`config.mk`:
```
export PLATFORM = sky130hd
export DESIGN_NAME = mem_arbiter
export DESIGN_NICKNAME = d
export VERILOG_FILES = /design/src/rtl/mem_arbiter.sv
export SDC_FILE = /design/constraint.sdc
export NUM_CORES = 1
export LEC_CHECK = 0
export BUFFER_PORTS_ARGS = -buffer_cell sky130_fd_sc_hd__buf_2
export CORE_AREA = 2 2 105 107
export DETAILED_ROUTE_END_ITERATION = 10
export DIE_AREA = 0 0 107 109
export SYNTH_ARGS = -nofsm -noshare
export SYNTH_HDL_FRONTEND = slang
export SYNTH_SLANG_ARGS = --single-unit
```
`constraint.sdc`:
```
create_clock -name CLK -period 2.9 [get_ports CLK]
set_clock_uncertainty 0.05 [all_clocks]
set_input_delay 0.58 -clock CLK [delete_from_list [all_inputs] [get_ports CLK]]
set_output_delay 0.58 -clock CLK [all_outputs]
set_load 0.02 [all_outputs]
```
`src/rtl/mem_arbiter.sv`:
```
// mem_arbiter: shares the single RAM port between instruction fetch and data
// load/store traffic. Data requests have priority. After MAX_DSTREAK data
// grants in a row while a fetch waits, the fetch is granted next.
//
// Ports:
//   CLK, RST            clock (rising edge), synchronous active-high reset
//   iREN, iaddr         fetch request and address (held until iwait low)
//   dREN, dWEN, daddr,  data read/write request, address and store data
//   dstore              (held until dwait low; WEN wins over REN)
//   ramstate, ramload   RAM status (FREE/BUSY/ACCESS/ERROR) and read data
//   iwait, dwait        requester stalls (combinational)
//   iload, dload        returned read data, valid while the matching wait is low
//   ramaddr, ramstore,  RAM request (combinational from the granted requester)
//   ramREN, ramWEN
//   err                 sticky RAM error flag, cleared only by RST
module mem_arbiter #(
  parameter int unsigned MAX_DSTREAK = 4
) (
  input  logic        CLK,
  input  logic        RST,
  input  logic        iREN,
  input  logic [31:0] iaddr,
  input  logic        dREN,
  input  logic        dWEN,
  input  logic [31:0] daddr,
  input  logic [31:0] dstore,
  input  logic [1:0]  ramstate,
  input  logic [31:0] ramload,
  output logic        iwait,
  output logic        dwait,
  output logic [31:0] iload,
  output logic [31:0] dload,
  output logic [31:0] ramaddr,
  output logic [31:0] ramstore,
  output logic        ramREN,
  output logic        ramWEN,
  output logic        err
);

  localparam int unsigned SW = $clog2(MAX_DSTREAK + 1);
  localparam logic [SW-1:0] STREAK_MAX = SW'(MAX_DSTREAK);

  localparam logic [1:0] RAM_ACCESS = 2'd2;
  localparam logic [1:0] RAM_ERROR  = 2'd3;

  typedef enum logic [1:0] {
    IDLE = 2'd0,
    IGNT = 2'd1,
    DGNT = 2'd2
  } state_t;

  state_t        state, state_n;
  logic [SW-1:0] streak, streak_n;
  logic          err_n;
  logic          dreq;
  logic          done;

  // State, streak counter and sticky error flag
  always_ff @(posedge CLK) begin
    if (RST) begin
      state  <= IDLE;
      streak <= '0;
      err    <= 1'b0;
    end else begin
      state  <= state_n;
      streak <= streak_n;
      err    <= err_n;
    end
  end

  // Grant selection, RAM request steering and requester handshakes
  always_comb begin
    state_n  = state;
    streak_n = streak;
    ramaddr  = '0;
    ramstore = '0;
    ramREN   = 1'b0;
    ramWEN   = 1'b0;
    iload    = '0;
    dload    = '0;

    dreq  = dREN | dWEN;
    // ACCESS and ERROR both end a transaction; only meaningful in a grant state
    done  = (state != IDLE) && ((ramstate == RAM_ACCESS) || (ramstate == RAM_ERROR));
    err_n = err | (done && (ramstate == RAM_ERROR));
    iwait = iREN & ~((state == IGNT) & done);
    dwait = dreq & ~((state == DGNT) & done);

    unique case (state)
      IDLE: begin
        if (dreq && (!iREN || (streak < STREAK_MAX))) begin
          state_n = DGNT;
          // Only count data grants that actually make a fetch wait
          if (iREN) begin
            streak_n = (streak == STREAK_MAX) ? streak : streak + SW'(1);
          end else begin
            streak_n = '0;
          end
        end else if (iREN) begin
          state_n  = IGNT;
          streak_n = '0;
        end
      end
      IGNT: begin
        ramaddr = iaddr;
        ramREN  = 1'b1;
        if (ramstate == RAM_ACCESS) begin
          iload = ramload;
        end
        if (done) begin
          state_n = IDLE;
        end
      end
      DGNT: begin
        ramaddr  = daddr;
        ramstore = dstore;
        ramWEN   = dWEN;
        ramREN   = dREN & ~dWEN;
        if ((ramstate == RAM_ACCESS) && dREN && !dWEN) begin
          dload = ramload;
        end
        if (done) begin
          state_n = IDLE;
        end
      end
      default: begin
        state_n = IDLE;
      end
    endcase
  end

endmodule

```
==> results.cfg, run 1 <==
[run_status]
status = complete, no violations

[synthesis]
synth_seq_cells = 6
ys_warn_count = 0
ys.flop_type = dfxtp_1
synth_fp_nets = 365
yosysUniqueCellTypes = 24
synth-edff-count = 0
syn_area_um2 = 1520
synth_cells = 225
synth_top_area_share_pct = 40.0
netlist_top_cells_area = and2_1, a22oi_1, nor2b_1, dfxtp_1, ha_1
syn_area_per_cell_um2 = 6.75
synth.yosys.seq_area_share_pct = 7.91
synth_async_sr_flop_share_pct = 0
yosysMostFrequentCell = and2_1
synth_top_cells_by_count = and2_1, nor2b_1, a22oi_1
synth_largest_area_cell = and2_1

[critical_path]
arrival_ps = 1880
r2r-start = state[1]
rr_worst_depth = 6
r2r_setup_slack_ps = 1230
worstPathRequired_ps = 2270
critPathLaunchType = flip-flop
reg2reg_to = state[0]
worst-setup-path-type = reg -> out
path_max_fanout = 66
cp-end-kind = primary output

[cells_and_area]
syn2layout_area_growth_pct = 99.4
drive_gt1_share_pct = 57.7
fill_cells = 1158
num-nets-final = 622
multiInputGateArea_um2 = 1300
antenna-diode-count = 0
ff_latch_area_um2 = 120

[routing]
num_vias = 2559
drt_iter0_markers = 181
drt-total-wl_um = 7760
routedWlPerCell_um = 12.5
routed_via_density = 4.13
antenna_left = 0
first_pass_iters = 4
drc = 0

[clocking]
cts-htree-levels = 1
cts_root_buffer = clkbuf_8
cts_made_buffers = 3
cts.sinks = 6
hold_buffers = 0
cts.path.max_buffers = 2
clk_pin_slew_ps = 40
postCtsResizedCells = 0
cts_tree = built
cts_setup_buffers = 0
clock_latency_ps = 230

[floorplan]
die_y_um = 109
die_w_um = 107
floorplan.initialDensity_pct = 14.3
dieArea_um2 = 11700
core_um2 = 10600
num_rows = 38
io_pins = 268

[grt]
use_met3_pct = 1.91
grt-ovfl-total = 0
met1_usage_pct = 13.8
grt_pass1_vias = 2145
grt_start_max_net_pins = 67
busiest_layer = met2
grt_pass1_wl_um = 10500
antenna_found_initial = 0
grt_use_met2_pct = 20.3
track_usage_pct = 11.0

[min_path]
holdPathStages = 2
worstHoldStart = err
hp-class = reg -> reg
holdPathEnd = err

[power]
peakVddDrop_mv = 0.191
power.leakage_nw = 1.81
p_per_area_nw_per_um2 = 310

[placement]
pre_cts_slack_ps = 642
gp_congestion = 0.754
io_buffers = 267
hpwlAfterDp_um = 6470

[timing]
finalCritPeriodShare_pct = 86.5
slew_headroom_pct = 62.6
setup_tns_ps = 0
fmax_ghz = 0.399
setup_viol = 0
setup_slack_ps = 393
worstMarginPinSlew_ps = 562
final_hold_viol_count = 0
rsz0062_at_grt = no
final_max_slew_viol_count = 0
fin_crit_ps = 2510

[job]
maxCapViolCount = 0
==> registers in the layout, summed over array words and instances, names as in the netlist <==
register,cells
err,1
streak,3
state,2
==> cell families after synthesis <==
logic type / count (synthesis) / synth area share [%]
buf+inv: 24 / 6.42
flops: 6 / 7.91
fa+ha+maj: 5 / 4.12
compound gates: 45 / 22.0
simple gates: 145 / 59.6
==> how the worst max path moves through the flow <==
stage               slack, ps     endpoint     start  cells after the start
floorplan                 890        iwait  state[1]                      5
global placement          680     dload[0]      dREN                      6
detailed placement        640     dload[9]      dREN                      6
CTS                       390  ramaddr[12]  state[0]                      6
global route              240  ramaddr[12]  state[0]                      6
finish                    390  ramaddr[12]  state[0]                      6
==> area by class of cell <==
cell class	count	area share, %
well taps	140	5.78
inverters	4	0.496
multi-input cells	195	43.0
flip-flops and latches	6	3.97
repair buffers	272	45.4
clock buffers	3	1.36
==> layer usage <==
metal | wire length (um) | up-vias | part of all wire, %
met3 | 625 | 5 | 8.1
met2 | 3870 | 132 | 50
met1 | 3250 | 1160 | 42
met4 | 21 | 0 | 0.27
met5 | 0 | - | 0
li1 | - | 1262 | -
==> critical path: stages, from the launching register on <==
cell	delay, ps
dfxtp_1	310
inv_1	100
ha_2	190
buf_4	450
a22oi_1	210
nor2b_1	170
buf_2	180
==> where the power goes <==
group          internal, mW  switching, mW
Sequential           0.0915        0.00508
Clock                0.0895         0.0392
Combinational         0.290          0.423
==> cell usage in the layout, fill, tap and decap left out, drive strengths merged, types with 2 or more instances in the layout <==
cell,Yosys,layout
o21a,2,2
dfxtp,6,6
and2,97,97
buf,4,272
nand2,3,3
ha,5,5
a21oi,4,4
nor2b,34,34
a22oi,32,32
clkbuf,16,3
inv,4,4
nor2,6,6
a32oi,2,2
o41ai,2,2
==> metrics by stage <==
| step | cells | hold slack, ps | power (mW) | instance area (um^2) | util (%) |
|---|---|---|---|---|---|
| CTS | 620 | 416 | 0.949 | 3030 | 28.6 |
| detailed placement | 617 | 404 | 0.818 | 2990 | 28.2 |
| finish | 620 | 414 | 0.938 | 3030 | 28.6 |
| global route | 620 | 446 | 1.01 | 3030 | 28.6 |
| global placement | 617 | 404 | 0.799 | 2990 | 28.2 |
| floorplan | 225 | 398 | 0.541 | 1520 | - |
Power figures use the tool's default switching activity.
==> inputs of run 2 (changes only) <==
--- a/constraint.sdc
+++ b/constraint.sdc
@@ -4,2 +4,2 @@
 set_output_delay 0.58 -clock CLK [all_outputs]
-set_load 0.02 [all_outputs]
+set_load 0.005 [all_outputs]
==> results.cfg, run 2 (synthesis gave the netlist of run 1 again) <==
[cells_and_area]
final_cell_mix = buf_2, and2_1, nor2b_1, a22oi_1
final_common_cell = buf_2
syn2layout_area_growth_pct = 99.4
fill_cells = 1145
multiInputGateArea_um2 = 1300
top_regs = streak (3), state (2), err (1)
top_register = streak
antenna-diode-count = 0
num-nets-final = 622
largest_reg_flops = 3
ff_latch_area_um2 = 120
drive_gt1_share_pct = 57.7

[timing]
final_hold_viol_count = 0
fmax_ghz = 0.408
fin_crit_ps = 2450
finalCritPeriodShare_pct = 84.6
setup_viol = 0
fin_hold_ws_ps = 411
setup_tns_ps = 0
rsz0062_at_grt = no
final_max_slew_viol_count = 0
slew_headroom_pct = 62.7
worstMarginPinSlew_ps = 560

[floorplan]
num_rows = 38
core_um2 = 10600
dieArea_um2 = 11700
io_pins = 268
die_y_um = 109
die_w_um = 107
floorplan.initialDensity_pct = 14.3

[routing]
routedWlPerCell_um = 12.4
drt_iter0_markers = 102
first_pass_iters = 5
num_vias = 2579
drc = 0
antenna_left = 0
routed_via_density = 4.16
drt-total-wl_um = 7690

[critical_path]
r2r_setup_slack_ps = 1240
critPathBufInv = 3
cpLargestDelayFamily = buffers and inverters
crit_path_cell_trace = inv_1 -> ha_2 -> buf_4 -> a22oi_1 -> nor2b_1 -> buf_2
max_stage_delay_ps = 450
cp-end-kind = primary output
path_max_fanout = 66
worstPathRequired_ps = 2270
critPathLaunchType = flip-flop
worst-setup-path-type = reg -> out
arrival_ps = 1820
cp_slowest_cell = buf_4

[clocking]
cts_root_buffer = clkbuf_8
cts.path.max_buffers = 2
cts_tree = built
clk_pin_slew_ps = 40
postCtsResizedCells = 0
clock_latency_ps = 220
cts_made_buffers = 3
hold_buffers = 0
cts-htree-levels = 1
cts.sinks = 6
cts_setup_buffers = 0

[placement]
hpwlAfterDp_um = 6480
io_buffers = 267
gp_congestion = 0.753

[grt]
grt_start_max_net_pins = 67
track_usage_pct = 11.1
antenna_found_initial = 0
grt-ovfl-total = 0
grt_pass1_vias = 2140
grt_pass1_wl_um = 10500

[power]
p_per_area_nw_per_um2 = 263
peakVddDrop_mv = 0.266
power.leakage_nw = 1.81

[run_status]
status = complete, no violations

[job]
maxCapViolCount = 0

[min_path]
hp-class = reg -> reg
[run 2: cell counts in the layout (fill, tap and decap cells not counted)]
No cell type changed its count.
[run 2: area by class of cell]
class	instances	share of cell area [%]
clock buffers	3	1.36
inverters	4	0.496
multi-input cells	195	43.0
flip-flops and latches	6	3.97
well taps	140	5.78
repair buffers	272	45.4
[run 2: metal layers]
| layer | share of wire [%] | vias to the layer above | track usage [%] |
|---|---|---|---|
| met3 | 9.0 | 8 | 2.03 |
| met5 | 0 | - | 0 |
| li1 | - | 1264 | - |
| met1 | 40 | 1159 | 14.0 |
| met4 | 0.62 | 0 | 1.39 |
| met2 | 50 | 148 | 20.2 |
[run 2: stage by stage]
step | total power [mW] | cell area, um^2 | std cells | setup WS, ps | utilization (%)
after floorplan | 0.407 | 1520 | 225 | 1000 | -
after global placement | 0.664 | 2990 | 617 | 735 | 28.2
after detailed placement | 0.680 | 2990 | 617 | 691 | 28.2
after CTS | 0.811 | 3030 | 620 | 451 | 28.6
after global routing | 0.868 | 3030 | 620 | 281 | 28.6
final | 0.797 | 3030 | 620 | 447 | 28.6
[run 2: final timing paths]
check | from | end | depth (start not counted)
max | state[0] | ramaddr[12] | 6
min | err | err | 2
max reg2reg | state[1] | state[0] | 6
min reg2reg | err | err | 2
[run 2: worst reg2reg max path: cells and delay by family, from the launching register on]
kind / cells / cell delay, ps
simple gates: 1 / 120
fa+ha+maj: 1 / 450
flops: 1 / 330
compound gates: 2 / 200
buf+inv: 2 / 390
[run 2: where the power goes]
| part | total [mW] | switching (mW) | leakage (nW) | internal (mW) |
|---|---|---|---|---|
| Combinational | 0.575 | 0.288 | 1.74 | 0.287 |
| Sequential | 0.0967 | 0.00521 | 0.0489 | 0.0915 |
| Clock | 0.126 | 0.0365 | 0.0216 | 0.0892 |
| Total | 0.797 | 0.330 | 1.81 | 0.468 |
==> inputs of run 3 (changes only) <==
Settings changed: ABC_AREA set to 1, CORE_AREA 2 2 105 107 to 2 2 103 105, DIE_AREA 0 0 107 109 to 0 0 105 107.
Clock period 2.9 ns to 2.3 ns, I/O delays scaled along.
==> results.cfg, run 3 <==
[run_status]
status = complete, no violations

[clocking]
postCtsResizedCells = 0
clk_pin_slew_ps = 40
cts.path.max_buffers = 2
cts_tree = built
cts_root_buffer = clkbuf_8
clock_latency_ps = 230
hold_buffers = 0
cts_made_buffers = 3
cts_setup_buffers = 0
cts-htree-levels = 1
cts.sinks = 6

[placement]
hpwlAfterDp_um = 6430
placed_cell_area_um2 = 3440
gp_congestion = 0.835
io_buffers = 267

[synthesis]
netlist_top_cells_area = nor3_2, nand2_1, inv_1, a21oi_1, dfxtp_1
syn_area_um2 = 1970
ys_warn_count = 0
synth_cells = 348
synth_seq_cells = 6
synth_top_area_share_pct = 30.5
syn_area_per_cell_um2 = 5.67
synth-edff-count = 0
synth_largest_area_cell = nor3_2
yosysUniqueCellTypes = 18
synth.yosys.seq_area_share_pct = 6.09
yosysMostFrequentCell = nand2_1
synth_async_sr_flop_share_pct = 0
ys.flop_type = dfxtp_1
synth_top_cells_by_count = nand2_1, inv_1, nor3_2
synth_fp_nets = 488

[routing]
drt_iter0_markers = 115
num_vias = 2963
routedWlPerCell_um = 10.5
drc = 0
drt-total-wl_um = 7800
routed_via_density = 3.99
antenna_left = 0
first_pass_iters = 4

[timing]
rsz0062_at_grt = no
slew_headroom_pct = 76.1
final_max_slew_viol_count = 0
setup_viol = 0
setup_tns_ps = 0
final_hold_viol_count = 0
finalCritPeriodShare_pct = 90.8
fin_crit_ps = 2090
fin_hold_ws_ps = 393
fmax_ghz = 0.479
worstMarginPinSlew_ps = 358

[cells_and_area]
final_cell_mix = buf_2, nand2_1, inv_1, nor3_2, a21oi_1
antenna-diode-count = 0
top_register = streak
num-nets-final = 748
top_regs = streak (3), state (2), err (1)
fin_area_um2 = 3490
syn2layout_area_growth_pct = 77.0
largest_reg_flops = 3
drive_gt1_share_pct = 58.1
fill_cells = 1165
final_common_cell = buf_2

[floorplan]
die_w_um = 105
die_y_um = 107
io_pins = 268
floorplan.initialDensity_pct = 19.5
num_rows = 37
dieArea_um2 = 11200
core_um2 = 10100

[critical_path]
critPathLaunchType = flip-flop
arrival_ps = 1580
worst-setup-path-type = reg -> out
cp-end-kind = primary output
rr_worst_depth = 6
path_max_fanout = 30
worstPathRequired_ps = 1790

[min_path]
hp-class = reg -> reg
holdPathStages = 2

[grt]
antenna_found_initial = 0
grt_pass1_wl_um = 12400
grt_start_max_net_pins = 47
grt_pass1_vias = 2698
grt-ovfl-total = 0
track_usage_pct = 12.9

[job]
maxCapViolCount = 0

[power]
power.leakage_nw = 2.17
p_per_area_nw_per_um2 = 249
peakVddDrop_mv = 0.117
run 3: metal layers:
layer  GRT usage (%)  routed length (um)  up-vias
li1                -                   -     1576
met1            15.5                3160     1246
met2            23.7                3970      137
met3            2.80                 630        4
met4            2.00                  39        0
met5               0                   0        -
run 3: area by class of cell:
type                       instances  area, um^2  share of cell area [%]
multi-input combinational        234        1380                    39.6
tap                              136         170                    4.87
clock buffer                       3        41.3                    1.18
timing repair buffer             281        1470                    42.1
sequential                         6         120                    3.44
inverter                          82         308                    8.82
run 3: power breakdown:
part	internal [mW]	switching [mW]	leakage, nW	total, mW
Clock	0.113	0.0498	0.0216	0.163
Sequential	0.112	0.00586	0.0489	0.118
Combinational	0.245	0.342	2.10	0.587
Total	0.470	0.398	2.17	0.868
run 3: kinds of logic after synthesis:
logic type / share of synthesized area, %
AOI/OAI and AO/OA: 10.2
and+or+nand+nor: 56.5
buffers and inverters: 24.1
DFF: 6.09
adders and majority gates: 3.17
run 3: path summary, 6_finish.rpt:
check	from	endpoint	slack [ps]
max reg2reg	state[0]	state[0]	900
max	state[0]	dload[0]	210
min	err	err	390
min reg2reg	err	err	390
run 3: worst max-delay path, stage by stage (launching register included):
cell	delay (ps)
dfxtp_1	320
inv_1	90
ha_2	210
nand3_2	180
buf_12	230
nor3_1	170
buf_2	140
run 3: per-stage QoR:
step / utilization (%) / worst slack [ps] / instances / power [mW]
2_1_floorplan: - / 602 / 348 / 0.443
3_3_place_gp: 34.1 / 307 / 739 / 0.713
3_5_place_dp: 34.1 / 309 / 739 / 0.710
4_1_cts: 34.5 / 58.0 / 742 / 0.881
5_1_grt: 34.6 / 57.2 / 742 / 0.966
6_report: 34.6 / 212 / 742 / 0.868
